## src/rtl/dadder_bcd_pipe_pkg.sv

```systemverilog
// Shared types and digit helpers for the pipelined BCD adder.
// No ports: BCD digit type, add/sub mode enum, one-digit add and nines-complement helpers.
package dadder_pkg;

  typedef logic [3:0] bcd_digit_t;

  typedef enum logic {
    DADDER_ADD = 1'b0,
    DADDER_SUB = 1'b1
  } dadder_mode_e;

  // Returns {cout, digit}. Invalid inputs wrap mod 16.
  function automatic logic [4:0] bcd_digit_add(
    input bcd_digit_t a,
    input bcd_digit_t b,
    input logic       cin
  );
    logic [4:0] s;
    s = {1'b0, a} + {1'b0, b} + {4'd0, cin};
    if (s > 5'd9) begin
      bcd_digit_add = {1'b1, s[3:0] + 4'd6};
    end else begin
      bcd_digit_add = {1'b0, s[3:0]};
    end
  endfunction

  function automatic bcd_digit_t bcd_nines(input bcd_digit_t d);
    bcd_nines = 4'd9 - d;
  endfunction

  function automatic logic bcd_bad(input bcd_digit_t d);
    bcd_bad = (d > 4'd9);
  endfunction

endpackage

```

## src/rtl/dadder_bcd_pipe_if.sv

```systemverilog
// Valid/ready bus of the BCD adder: operation in, result out.
// slave = adder side, master = producer/consumer side.
interface dadder_bcd_pipe_if #(
  parameter int NUM_DIGITS = 8
) ();

  logic                    in_valid;
  logic                    in_ready;
  logic                    in_mode;
  logic                    in_carry;
  logic [4*NUM_DIGITS-1:0] in_op_a;
  logic [4*NUM_DIGITS-1:0] in_op_b;
  logic                    out_valid;
  logic                    out_ready;
  logic [4*NUM_DIGITS-1:0] out_result;
  logic                    out_carry;
  logic                    out_error;

  modport slave (
    input  in_valid, in_mode, in_carry,
    input  in_op_a, in_op_b, out_ready,
    output in_ready, out_valid,
    output out_result, out_carry, out_error
  );

  modport master (
    output in_valid, in_mode, in_carry,
    output in_op_a, in_op_b, out_ready,
    input  in_ready, out_valid,
    input  out_result, out_carry, out_error
  );

endinterface

```

## src/rtl/dadder_bcd_pipe_stage.sv

```systemverilog
// One pipeline stage: ripples its digit slice and registers the operation forward.
// Ports: clk, reset, en (global advance), in_* from previous stage, out_* registered.
module dadder_bcd_stage
  import dadder_pkg::*;
#(
  parameter int NUM_DIGITS = 8,
  parameter int DPS        = 2,
  parameter int IDX        = 0
) (
  input  logic                    clk,
  input  logic                    reset,
  input  logic                    en,
  input  logic                    in_valid,
  input  dadder_mode_e            in_mode,
  input  logic                    in_err,
  input  logic                    in_carry,
  input  logic [4*NUM_DIGITS-1:0] in_a,
  input  logic [4*NUM_DIGITS-1:0] in_b,
  output logic                    out_valid,
  output dadder_mode_e            out_mode,
  output logic                    out_err,
  output logic                    out_carry,
  output logic [4*NUM_DIGITS-1:0] out_a,
  output logic [4*NUM_DIGITS-1:0] out_b
);

  logic [4*NUM_DIGITS-1:0] b_eff;
  logic [4*NUM_DIGITS-1:0] a_nxt;
  logic                    err_nxt;
  logic                    c_nxt;

  // Stage 0 complements B and checks digits; later stages see B' already.
  if (IDX == 0) begin : g_first
    always_comb begin
      b_eff   = in_b;
      err_nxt = in_err;
      for (int i = 0; i < NUM_DIGITS; i++) begin
        if (in_mode == DADDER_SUB) begin
          b_eff[4*i +: 4] = bcd_nines(in_b[4*i +: 4]);
        end
        err_nxt = err_nxt
                | bcd_bad(in_a[4*i +: 4])
                | bcd_bad(in_b[4*i +: 4]);
      end
    end
  end else begin : g_rest
    assign b_eff   = in_b;
    assign err_nxt = in_err;
  end

  // Low digits already resolved and high digits of A pass through untouched.
  always_comb begin
    logic [4:0] r;
    r     = '0;
    a_nxt = in_a;
    c_nxt = in_carry;
    for (int j = 0; j < DPS; j++) begin
      r = bcd_digit_add(in_a[4*(IDX*DPS+j) +: 4],
                        b_eff[4*(IDX*DPS+j) +: 4],
                        c_nxt);
      a_nxt[4*(IDX*DPS+j) +: 4] = r[3:0];
      c_nxt = r[4];
    end
  end

  always_ff @(posedge clk) begin
    if (reset) begin
      out_valid <= 1'b0;
      out_mode  <= DADDER_ADD;
      out_err   <= 1'b0;
      out_carry <= 1'b0;
      out_a     <= '0;
      out_b     <= '0;
    end else if (en) begin
      out_valid <= in_valid;
      out_mode  <= in_mode;
      out_err   <= err_nxt;
      out_carry <= c_nxt;
      out_a     <= a_nxt;
      out_b     <= b_eff;
    end
  end

endmodule

```

## src/rtl/dadder_bcd_pipe.sv

```systemverilog
// Pipelined NUM_DIGITS BCD adder/subtracter, DIGITS_PER_STAGE digits per stage.
// Ports: clk, reset (sync, active-high), bus (slave side of dadder_bcd_pipe_if).
module dadder_bcd_pipe
  import dadder_pkg::*;
#(
  parameter int NUM_DIGITS       = 8,
  parameter int DIGITS_PER_STAGE = 2
) (
  input logic               clk,
  input logic               reset,
  dadder_bcd_pipe_if.slave  bus
);

  localparam int STAGES = NUM_DIGITS / DIGITS_PER_STAGE;
  localparam int W      = 4 * NUM_DIGITS;

  if (NUM_DIGITS % DIGITS_PER_STAGE != 0) begin : g_bad_cfg
    $error("NUM_DIGITS must be a multiple of DIGITS_PER_STAGE");
  end

  logic         adv;
  logic         v_p [STAGES+1];
  dadder_mode_e m_p [STAGES+1];
  logic         e_p [STAGES+1];
  logic         c_p [STAGES+1];
  logic [W-1:0] a_p [STAGES+1];
  logic [W-1:0] b_p [STAGES+1];
  logic         unused_tail;

  // Whole pipe moves together; only a blocked result stalls it.
  assign adv          = !bus.out_valid || bus.out_ready;
  assign bus.in_ready = adv;

  assign v_p[0] = bus.in_valid;
  assign m_p[0] = dadder_mode_e'(bus.in_mode);
  assign e_p[0] = 1'b0;
  assign c_p[0] = bus.in_carry;
  assign a_p[0] = bus.in_op_a;
  assign b_p[0] = bus.in_op_b;

  for (genvar k = 0; k < STAGES; k++) begin : g_stage
    dadder_bcd_stage #(
      .NUM_DIGITS (NUM_DIGITS),
      .DPS        (DIGITS_PER_STAGE),
      .IDX        (k)
    ) u_stage (
      .clk       (clk),
      .reset     (reset),
      .en        (adv),
      .in_valid  (v_p[k]),
      .in_mode   (m_p[k]),
      .in_err    (e_p[k]),
      .in_carry  (c_p[k]),
      .in_a      (a_p[k]),
      .in_b      (b_p[k]),
      .out_valid (v_p[k+1]),
      .out_mode  (m_p[k+1]),
      .out_err   (e_p[k+1]),
      .out_carry (c_p[k+1]),
      .out_a     (a_p[k+1]),
      .out_b     (b_p[k+1])
    );
  end

  assign bus.out_valid  = v_p[STAGES];
  assign bus.out_result = a_p[STAGES];
  assign bus.out_carry  = c_p[STAGES];
  assign bus.out_error  = e_p[STAGES];

  // Mode and B' are fully consumed by the last stage.
  assign unused_tail = ^{m_p[STAGES], b_p[STAGES]};

endmodule

```

## src/flat_wrapper.sv

```systemverilog
// flat-port wrapper written by rule: the top's interface ports become plain ports
module dadder_bcd_pipe_flat import dadder_pkg::*;
#(
  parameter int NUM_DIGITS       = 8,
  parameter int DIGITS_PER_STAGE = 2
)
  (clk, reset, bus_in_valid, bus_in_mode, bus_in_carry, bus_in_op_a, bus_in_op_b, bus_out_ready, bus_in_ready, bus_out_valid, bus_out_result, bus_out_carry, bus_out_error);
  dadder_bcd_pipe_if #(.NUM_DIGITS(NUM_DIGITS)) bus_i ();
  input logic clk;
  input logic reset;
  input wire logic [$bits(bus_i.in_valid)-1:0] bus_in_valid;
  input wire logic [$bits(bus_i.in_mode)-1:0] bus_in_mode;
  input wire logic [$bits(bus_i.in_carry)-1:0] bus_in_carry;
  input wire logic [$bits(bus_i.in_op_a)-1:0] bus_in_op_a;
  input wire logic [$bits(bus_i.in_op_b)-1:0] bus_in_op_b;
  input wire logic [$bits(bus_i.out_ready)-1:0] bus_out_ready;
  output wire logic [$bits(bus_i.in_ready)-1:0] bus_in_ready;
  output wire logic [$bits(bus_i.out_valid)-1:0] bus_out_valid;
  output wire logic [$bits(bus_i.out_result)-1:0] bus_out_result;
  output wire logic [$bits(bus_i.out_carry)-1:0] bus_out_carry;
  output wire logic [$bits(bus_i.out_error)-1:0] bus_out_error;
  assign bus_i.in_valid = bus_in_valid;
  assign bus_i.in_mode = bus_in_mode;
  assign bus_i.in_carry = bus_in_carry;
  assign bus_i.in_op_a = bus_in_op_a;
  assign bus_i.in_op_b = bus_in_op_b;
  assign bus_i.out_ready = bus_out_ready;
  assign bus_in_ready = bus_i.in_ready;
  assign bus_out_valid = bus_i.out_valid;
  assign bus_out_result = bus_i.out_result;
  assign bus_out_carry = bus_i.out_carry;
  assign bus_out_error = bus_i.out_error;
  dadder_bcd_pipe #(.NUM_DIGITS(NUM_DIGITS), .DIGITS_PER_STAGE(DIGITS_PER_STAGE)) u_core (.clk(clk), .reset(reset), .bus(bus_i));
endmodule
```

## config.mk

```make
export PLATFORM = sky130hd
export DESIGN_NAME = dadder_bcd_pipe_flat
export DESIGN_NICKNAME = d
export VERILOG_FILES = /design/src/rtl/dadder_bcd_pipe_pkg.sv /design/src/rtl/dadder_bcd_pipe_if.sv /design/src/rtl/dadder_bcd_pipe_stage.sv /design/src/rtl/dadder_bcd_pipe.sv /design/src/flat_wrapper.sv
export SDC_FILE = /design/constraint.sdc
export NUM_CORES = 1
export LEC_CHECK = 0
export CAP_MARGIN = 20
export CORE_MARGIN = 5
export CORE_UTILIZATION = 53
export DETAILED_ROUTE_END_ITERATION = 8
export PLACE_DENSITY = 0.77
export SLEW_MARGIN = 5
export SYNTH_ARGS = -nofsm -noshare
export SYNTH_HDL_FRONTEND = slang
export SYNTH_HIERARCHICAL = 1
export SYNTH_SLANG_ARGS = --single-unit
export TNS_END_PERCENT = 50
```

## constraint.sdc

```tcl
create_clock -name clk -period 5.4 [get_ports clk]
set_clock_uncertainty 0.2 [all_clocks]
set_input_delay 1.08 -clock clk [delete_from_list [all_inputs] [get_ports clk]]
set_output_delay 1.08 -clock clk [all_outputs]
set_load 0.02 [all_outputs]
```

Word-level counts from Yosys, hierarchy flattened
Index checks and enable logic that the tools add are counted.
{ "totals": {"inputBits": 70, "out_inout_bits": 36, "elab_cells": 108, "reg_bits": 236} }
{ "classes": {"magnitude_cmp": 24, "n_reduce_logical": 2, "n_addsub": 32, "bitwise": 15, "muxes": 16} }
{ "ops": {"columns": ["operator", "n"], "rows": [
  ["$gt A4 B4 Y1 const B", 16],
  ["$add A4 B4 Y5", 8],
  ["$add A5 B1 Y5", 8],
  ["$gt A5 B4 Y1 const B", 8],
  ["$mux W5", 8],
  ["$add A4 B3 Y4 const B", 8],
  ["$mux W4", 8],
  ["$sub A4 B4 Y4 const A", 8],
  ["$or A1 B1 Y1", 15],
  ["$logic_not A1 Y1", 1],
  ["$logic_or A1 B1 Y1", 1]
]} }

Longest topological paths before layout
Gate-level depths: netlist of run 1.
{ "logic_depth": {"word_depth": 16, "mapped_depth": 21, "depth_no_buf": 20} }

Modules after synthesis
Netlist of run 1, hierarchy kept.
{ "modules_own_cells": {"columns": ["mod", "instances", "cells_per_inst", "area_per_inst_um2"], "rows": [
  ["dadder_bcd_stage at u_core.g_stage[1].u_stage ...", 2, 275, 2820.2],
  ["dadder_bcd_stage at u_core.g_stage[0].u_stage", 1, 374, 3390.8],
  ["dadder_bcd_stage at u_core.g_stage[3].u_stage", 1, 276, 2841.5],
  ["dadder_bcd_pipe", 1, 2, 10.0]
]} }

Least setup slack after synthesis of run 1
OpenSTA, ideal clock, no wires.
{ "synth_path": {"path_kind": "input-to-reg", "startpoint": "input port bus_in_mode", "endpoint": "register u_core.g_stage[0].u_stage.out_a[5]", "t_required_ps": 5076, "slack_ps": -395, "arrival_time_ps": 5471, "cell_stages": 20, "path_cell_list": "clkbuf_1 > buf_2 > xnor2_1 > fa_1 > inv_1 > fa_1 > xnor2_1 > ha_1 > o21ai_0 > a41oi_1 > inv_1 > fa_1 > fa_1 > xnor2_1 > ha_1 > nor2b_1 > a21oi_1 > a311oi_2 > mux2i_1 > o21ai_0"} }
{ "synth_between": {"elab_chain_len": 8} }
{ "synth_lines": {"columns": ["item", "line", "text"], "rows": [
  ["start, declared", "flat_wrapper.sv:12", "input wire logic [$bits(bus_i.in_mode)-1:0] bus_in_mode;"],
  ["$mux W4", "dadder_bcd_pipe_stage.sv:38", "if (in_mode == DADDER_SUB) begin"],
  ["$add A4 B4 Y5", "dadder_bcd_pipe_pkg.sv:19", "s = {1'b0, a} + {1'b0, b} + {4'd0, cin};"],
  ["$add A5 B1 Y5", "dadder_bcd_pipe_pkg.sv:19", null],
  ["$gt A5 B4 Y1", "dadder_bcd_pipe_pkg.sv:20", "if (s > 5'd9) begin"],
  ["$mux W5", "dadder_bcd_pipe_pkg.sv:20", null],
  ["$add A5 B1 Y5 *", "dadder_bcd_pipe_pkg.sv:19", null],
  ["$add A4 B3 Y4 / $gt A5 B4 Y1 (equally long branches)", "dadder_bcd_pipe_pkg.sv:21, dadder_bcd_pipe_pkg.sv:20", null],
  ["$mux W5 *", "dadder_bcd_pipe_pkg.sv:20", null],
  ["end signal, assigned", "dadder_bcd_pipe_stage.sv:79", "out_a <= a_nxt;"],
  ["end, declared", "dadder_bcd_pipe_stage.sv:23", "output logic [4*NUM_DIGITS-1:0] out_a,"]
]} }
Mark *: on every way between the ends. The rest lies on a longest branch, timed or not.
A chain may end at the register's enable or synchronous reset.

Final worst setup path of run 1
{ "layout_path": {"startpoint": "input port bus_in_op_b[0]", "endpoint": "register u_core.g_stage[0].u_stage.out_a[6]"} }
{ "layout_between": {"elab_chain_len": 9} }
{ "layout_lines": {"columns": ["item", "line", "text"], "rows": [
  ["start, declared", "flat_wrapper.sv:15", "input wire logic [$bits(bus_i.in_op_b)-1:0] bus_in_op_b;"],
  ["$sub A4 B4 Y4", "dadder_bcd_pipe_pkg.sv:28", "bcd_nines = 4'd9 - d;"],
  ["$mux W4 *", "dadder_bcd_pipe_stage.sv:38", null],
  ["$add A4 B4 Y5 *", "dadder_bcd_pipe_pkg.sv:19", null],
  ["$add A5 B1 Y5 *", "dadder_bcd_pipe_pkg.sv:19", null],
  ["$gt A5 B4 Y1 *", "dadder_bcd_pipe_pkg.sv:20", null],
  ["$mux W5 *", "dadder_bcd_pipe_pkg.sv:20", null],
  ["$add A5 B1 Y5 *", "dadder_bcd_pipe_pkg.sv:19", null],
  ["$add A4 B3 Y4 / $gt A5 B4 Y1 (equally long branches)", "dadder_bcd_pipe_pkg.sv:21, dadder_bcd_pipe_pkg.sv:20", null],
  ["$mux W5 *", "dadder_bcd_pipe_pkg.sv:20", null]
]} }
Marks and branches as above.

==> run metrics, run 1 <==
result of the run finished clean; Port Buffer Count 105; total number of H-tree levels 4; Overall Power 3.585 mW; FF-to-FF Start u_core/g_stage[0].u_stage/out_carry$_SDFFE_PP0P_; Tcrit/Tclk final 95.60%; Crit Path Class in -> reg; Final Slew Violations 0; Mapped Area 9039 um2; clock insertion delay at the later pin of the skew report 430 ps; routed length per placed instance 14.34 um; internal reg-to-reg setup slack 630 ps; maximum number of buffers from clock root to sink 2; die span in x 140.6 um; vertical extent of the die approximately 140 um; DP HPWL 12,980 um; fraction of layout cells with a size suffix above 1 under 10%; number of clock sinks 188; gp weighted congestion 0.8305; maximum number of pins on one net before global-route repair 110; WP data required 5490 ps; Remaining DRCs 0; startpoint types input pin; relative area change from synthesis to final layout 20.89%; iteration count of the initial detailed-routing pass 5; Tot GR Track Use 18.45%; max cap viols 0; Max transition margin 34.56%; global-route wire length before repair 30,180 um; worst setup path startpoint bus_in_op_b[0]; Syn Nets approximately 1,100; min-delay src u_core/g_stage[3].u_stage/out_a[30]$_SDFFE_PP0P_; number of endpoints failing setup at the final stage 0; Filler Cells Inserted between 1,000 and 1,500; transition time at the pin with the least slew margin between 900 and 1000 ps; Static Leakage roughly 5.5 nW; number of clock buffers inserted by TritonCTS 17; element type at the critical path end flop; post-route cell area between 10,000 and 15,000 um2; Max Fanout on Critical Path 3; Initial Utilization a little over half; worst hold path depth 2; Post-Place Cell Area 10,220 um2; power density of the placed cells about 330 nW/um2; Total Routed Length 18,070 um; FF-to-FF path depth 16; First DRT Iteration DRCs 332; Root Buffer Master sky130_fd_sc_hd__clkbuf_16; setup TNS 0 ps; YS warnings 6; Hold WC Path Type reg -> reg; number of global-route vias before repair 6,121; average cell area after synthesis about 9.6 um2; worst vdd ir 0.2687 mV; arrival time of data at the critical path endpoint 5250 ps; Post-Synthesis Cells ~940; clock transition time at the flip-flop clock pins of the worst setup and hold paths 70 ps; number of antenna-violating nets in the routed design 0; final net count between 1,000 and 1,500; final design utilization 65.66%; Peak Freq just under 200 MHz; number of antenna violations at the first check in global routing 0; terminating pin of the worst hold path u_core/g_stage[3].u_stage/out_a[30]$_SDFFE_PP0P_; TritonCTS clock tree done; Core Area 16,640 um2; number of vias after detailed routing 6,550; Min Clock Period, post-route between 5000 and 6000 ps; average via count per standard cell 5.198; worst r2r dst u_core/g_stage[1].u_stage/out_a[15]$_SDFFE_PP0P_; overall die area 19,770 um2; ant diodes 0; Final Hold Viols 0; standard-cell rows 47; Boundary Pins 106; GR Overflow Total 0
==> how the worst max path moves through the flow <==
stage	slack [ps]	depth (start not counted)	end
floorplan	4	20	u_core/g_stage[0].u_stage/out_a[5]$_SDFFE_PP0P_
global placement	-220	19	u_core/g_stage[0].u_stage/out_a[6]$_SDFFE_PP0P_
detailed placement	-330	19	u_core/g_stage[0].u_stage/out_a[5]$_SDFFE_PP0P_
CTS	120	19	u_core/g_stage[0].u_stage/out_a[5]$_SDFFE_PP0P_
global route	-0.9	21	u_core/g_stage[0].u_stage/out_a[6]$_SDFFE_PP0P_
finish	240	20	u_core/g_stage[0].u_stage/out_a[6]$_SDFFE_PP0P_
==> cell usage in the layout, fill, tap and decap left out, drive strengths merged, types with 13 or more instances in the layout <==
| cell | n |
|---|---|
| a211oi | 30 |
| xnor2 | 17 |
| clkbuf | 23 |
| fa | 16 |
| o21ai | 39 |
| nor2 | 191 |
| a21oi | 22 |
| buf | 24 |
| nand2 | 23 |
| clkdlybuf4s50 | 101 |
| inv | 43 |
| a21o | 13 |
| dfxtp | 188 |
| ha | 41 |
| mux2i | 151 |
==> state kept, by name (all words and copies together), names as in the netlist <==
name / cells
u_core/g_stage.u_stage/out_valid: 4
u_core/g_stage.u_stage/out_carry: 4
u_core/g_stage.u_stage/out_a: 128
u_core/g_stage.u_stage/out_b: 48
u_core/g_stage.u_stage/out_err: 4
==> through the flow <==
step	cells	setup slack [ps]	hold slack, ps
CTS	1256	125.0	270.6
global route	1260	-0.9357	282.7
floorplan	944	3.600	232.3
global placement	1224	-215.6	248.8
finish	1260	237.8	264.8
detailed placement	1224	-329.2	255.7
==> timing repair <==
item,4_1_cts,5_1_grt
resized for setup,0,18
hold buffers,0,0
setup buffers,0,4
endpoints found under the setup margin,0,3
==> routing by layer <==
layer / up-vias / GRT usage, % / share of wire (%)
met4: 0 / 6.221 / 1.4
met3: 15 / 3.590 / 4.0
li1: 3399 / - / -
met2: 105 / 27.37 / 43
met5: - / 0 / 0
met1: 3031 / 26.96 / 52
==> area by class of cell <==
| type | count | area (um2) | area share, % |
|---|---|---|---|
| multi-input cells | 649 | 4862 | 44.50 |
| clock buffers | 23 | 498.0 | 4.557 |
| inverters | 43 | 161.4 | 1.477 |
| clock inverters | 9 | 133.9 | 1.225 |
| flip-flops and latches | 188 | 3764 | 34.44 |
| repair buffers | 128 | 1232 | 11.28 |
| well taps | 220 | 275.3 | 2.519 |
==> report_power, final <==
part / switching [mW] / internal (mW) / total, mW
sequential: 0.0798 / 1.51 / 1.59
combinational: 0.330 / 0.360 / 0.690
clock: 0.514 / 0.790 / 1.30
==> worst max-delay path, stage by stage <==
cell	delay, ps
sky130_fd_sc_hd__clkdlybuf4s50_1	440
sky130_fd_sc_hd__xnor2_2	150
sky130_fd_sc_hd__fa_2	350
sky130_fd_sc_hd__inv_1	90
sky130_fd_sc_hd__fa_2	450
sky130_fd_sc_hd__inv_1	90
sky130_fd_sc_hd__ha_2	180
sky130_fd_sc_hd__o21ai_1	70
sky130_fd_sc_hd__a41oi_2	170
sky130_fd_sc_hd__inv_1	90
sky130_fd_sc_hd__fa_2	410
sky130_fd_sc_hd__fa_2	420
sky130_fd_sc_hd__xnor2_2	190
sky130_fd_sc_hd__ha_2	210
sky130_fd_sc_hd__nor2b_4	130
sky130_fd_sc_hd__a21oi_1	50
sky130_fd_sc_hd__a311oi_2	260
sky130_fd_sc_hd__buf_4	170
sky130_fd_sc_hd__mux2i_1	170
sky130_fd_sc_hd__o21ai_1	70
(Power assumes the default switching activity.)
==> run 2: changes to the inputs <==
--- a/config.mk
+++ b/config.mk
@@ -10,5 +10,5 @@
 export CORE_UTILIZATION = 53
 export DETAILED_ROUTE_END_ITERATION = 8
-export PLACE_DENSITY = 0.77
+export PLACE_DENSITY = 0.83
 export SLEW_MARGIN = 5
 export SYNTH_ARGS = -nofsm -noshare
==> constraint.sdc (replaced) <==
create_clock -name clk -period 4.7 [get_ports clk]
set_clock_uncertainty 0.2 [all_clocks]
set_input_delay 0.94 -clock clk [delete_from_list [all_inputs] [get_ports clk]]
set_output_delay 0.94 -clock clk [all_outputs]
set_load 0.005 [all_outputs]
==> run 2 against run 1 <==
Net effect: register-to-register slack worse by 450 ps; largest power group unchanged; count of clock-buffer cells in the layout down 4; cell area rose by 1.7%; first-iteration DRC count increased by 19%; critical path depth stayed put; clock power is 11% higher; non-clock buffer count up 11; wire length is 4.7% higher; sequential power increased by 15%.
==> run metrics, run 2 (synthesized netlist as in run 1, its figures left out) <==
result of the run finished clean; FF-to-FF path depth 16 (unchanged); number of global-route vias before repair 6,474 (+5.8%); relative area change from synthesis to final layout 22.90%; terminating pin of the worst hold path u_core/g_stage[0].u_stage/out_a[6]$_SDFFE_PP0P_; worst r2r dst u_core/g_stage[1].u_stage/out_a[13]$_SDFFE_PP0P_; Initial Utilization 54.31% (unchanged); WP data required 4800 ps (-690 ps); Boundary Pins 106 (unchanged); share of total power in sequential cells 44.6% (+0.2 points); Core Area 16,640 um2 (unchanged); Remaining DRCs 0 (unchanged); Total Routed Length 18,930 um (+4.7%); internal power summed over all cells 3.029 mW (+14%); Cell Count Post-Placement 1,228 (+0.33%); final worst setup slack 70.81 ps (-167.0 ps); max cap viols 0 (unchanged); maximum number of buffers from clock root to sink 2 (unchanged); total number of H-tree levels 4 (unchanged); First DRT Iteration DRCs 394 (+19%); average via count per standard cell 5.332 (+2.6%); routed length per placed instance 14.89 um (+3.8%); element type at the critical path end flop; GR Overflow Total 0 (unchanged); final design utilization 66.75% (+1.1 points); startpoint types input pin; gp weighted congestion 0.8347 (+0.51%); standard-cell rows 47 (unchanged); Min Clock Period, post-route 4629 ps; ant diodes 0 (unchanged); biggest registers after layout u_core/g_stage.u_stage/out_a x128, u_core/g_stage.u_stage/out_b x48; register with the most flip-flops u_core/g_stage.u_stage/out_a; power density of the placed cells 369.3 nW/um2 (+13%); transition time at the pin with the least slew margin 646.6 ps (-335.0 ps); Static Leakage 5.543 nW (+0.71%); part of the power in the clock network 35.0% (-1.4 points); post-route cell area 11,110 um2 (+1.7%); Root Buffer Master sky130_fd_sc_hd__clkbuf_16; worst vdd ir 0.2884 mV (+7.3%); number of flip-flops under the largest register name 128 (unchanged); Place WS -910.0 ps (-580.8 ps); internal reg-to-reg setup slack 180 ps (-450 ps); overall die area 19,770 um2 (unchanged); clock transition time at the flip-flop clock pins of the worst setup and hold paths 60 ps (about the same); TritonCTS clock tree done; clock insertion delay at the later pin of the skew report 420 ps (about the same); Max Fanout on Critical Path 4 (+1); Sw Ratio 26.16% (+0.39 points); number of endpoints failing setup at the final stage 0 (unchanged); Final Slew Violations 0 (unchanged); number of clock sinks 188 (unchanged); Tot GR Track Use 19.20% (+0.75 points); setup TNS 0 ps (unchanged); arrival time of data at the critical path endpoint 4730 ps (-520 ps); Peak Freq 216.0 MHz; min-delay src u_core/g_stage[0].u_stage/out_a[6]$_SDFFE_PP0P_; Max transition margin 56.89% (+22 points); setup repair after global routing missed its margin yes; number of antenna violations at the first check in global routing 0 (unchanged); number of vias after detailed routing 6,777 (+3.5%); DP HPWL 13,340 um (+2.8%); P_sw 1.073 mW (+16%); vertical extent of the die 140.6 um (unchanged); Post-Place Cell Area 10,310 um2 (+0.91%); Port Buffer Count 105 (unchanged); non-filler cells, final 1,271 (+0.87%); fraction of layout cells with a size suffix above 1 13.13% (+3.5 points); worst hold path depth 2 (unchanged); commonest non-fill, non-tap cells in the layout sky130_fd_sc_hd__nor2_1, sky130_fd_sc_hd__dfxtp_1, sky130_fd_sc_hd__mux2i_1; iteration count of the initial detailed-routing pass 4 (-1); Tcrit/Tclk final between 90% and 100%; die span in x 140.6 um (unchanged); maximum number of pins on one net before global-route repair 105 (-4.5%); global-route wire length before repair 31,510 um (+4.4%); Final Hold Viols 0 (unchanged); Crit Path Class in -> reg; final net count 1,165 (+0.95%); most common cell after layout, fill and taps aside sky130_fd_sc_hd__nor2_1; number of clock buffers inserted by TritonCTS 17 (unchanged); number of antenna-violating nets in the routed design 0 (unchanged); Hold WC Path Type reg -> reg; logic gate share of total power 20.4% (+1.2 points); FF-to-FF Start u_core/g_stage[0].u_stage/out_carry$_SDFFE_PP0P_
## run 2: changes by cell type in the layout (fill, tap and decap cells not counted), sizes merged
cell           before  now
clkinvlp            4    2
inv                43   45
buf                24   37
clkdlybuf4s50     101   97
dlymetal6s2s        3    2
clkbuf             23   22
clkinv              2    6
## run 2: area by class of cell
cell class              instances  area (um2)
flip-flops and latches        188        3764
clock inverters                13       166.4
inverters                      43       163.9
fillers                      1288        5534
multi-input cells             649        4977
clock buffers                  19       432.9
repair buffers                139        1329
well taps                     220       275.3
## run 2: how the worst max path moves through the flow
stage	from	to	slack, ps	cells after the start
floorplan	bus_in_mode	u_core/g_stage[0].u_stage/out_a[5]$_SDFFE_PP0P_	-430	20
global placement	bus_in_op_b[1]	u_core/g_stage[0].u_stage/out_a[6]$_SDFFE_PP0P_	-770	19
detailed placement	bus_in_op_b[1]	u_core/g_stage[0].u_stage/out_a[5]$_SDFFE_PP0P_	-910	19
CTS	u_core/g_stage[1].u_stage/out_carry$_SDFFE_PP0P_	u_core/g_stage[2].u_stage/out_a[21]$_SDFFE_PP0P_	0.4	16
global route	bus_in_mode	u_core/g_stage[0].u_stage/out_a[5]$_SDFFE_PP0P_	-100	20
finish	bus_in_mode	u_core/g_stage[0].u_stage/out_a[5]$_SDFFE_PP0P_	70	20
## run 2: metal layers
| metal | vias to the layer above | global-route usage, % | part of all wire [%] |
|---|---|---|---|
| met2 | 130 | 29.41 | 46 |
| met5 | - | 0 | 0 |
| met1 | 3182 | 26.71 | 48 |
| li1 | 3440 | - | - |
| met3 | 25 | 4.572 | 4.5 |
| met4 | 0 | 6.578 | 1.6 |
## run 2: power groups by stage
stage	Combinational [mW]	Clock (mW)	Sequential [mW]
global placement	0.725	0	1.86
floorplan	0.516	0	1.83
CTS	0.788	1.47	1.83
finish	0.837	1.44	1.83
detailed placement	0.754	0	1.86
global route	0.927	1.54	1.84
## run 2: stage by stage
step | power, mW | hold slack, ps
CTS | 4.083 | 267.1
detailed placement | 2.615 | 256.9
finish | 4.102 | 264.8
global route | 4.314 | 288.7
global placement | 2.583 | 248.4
floorplan | 2.347 | 232.3
## run 2: worst max-delay path, cell delays in order
cell                       delay [ps]
sky130_fd_sc_hd__buf_8            110
sky130_fd_sc_hd__xnor2_4          150
sky130_fd_sc_hd__fa_2             230
sky130_fd_sc_hd__inv_2             40
sky130_fd_sc_hd__fa_2             410
sky130_fd_sc_hd__xnor2_4          270
sky130_fd_sc_hd__ha_4             180
sky130_fd_sc_hd__o21ai_2           50
sky130_fd_sc_hd__a41oi_2          200
sky130_fd_sc_hd__inv_1             90
sky130_fd_sc_hd__fa_2             410
sky130_fd_sc_hd__fa_2             420
sky130_fd_sc_hd__xnor2_2          190
sky130_fd_sc_hd__ha_2             210
sky130_fd_sc_hd__nor2b_4          140
sky130_fd_sc_hd__a21oi_2           40
sky130_fd_sc_hd__a311oi_2         230
sky130_fd_sc_hd__buf_4            170
sky130_fd_sc_hd__mux2i_1          170
sky130_fd_sc_hd__o21ai_1           70
## run 2: repair_timing
| action | 4_1_cts | 5_1_grt |
|---|---|---|
| endpoints found under the setup margin | 4 | 16 |
| hold buffers | 0 | 0 |
| gates resized for setup | 11 | 45 |
| pin swaps | 12 | 18 |
| setup buffers | 6 | 6 |
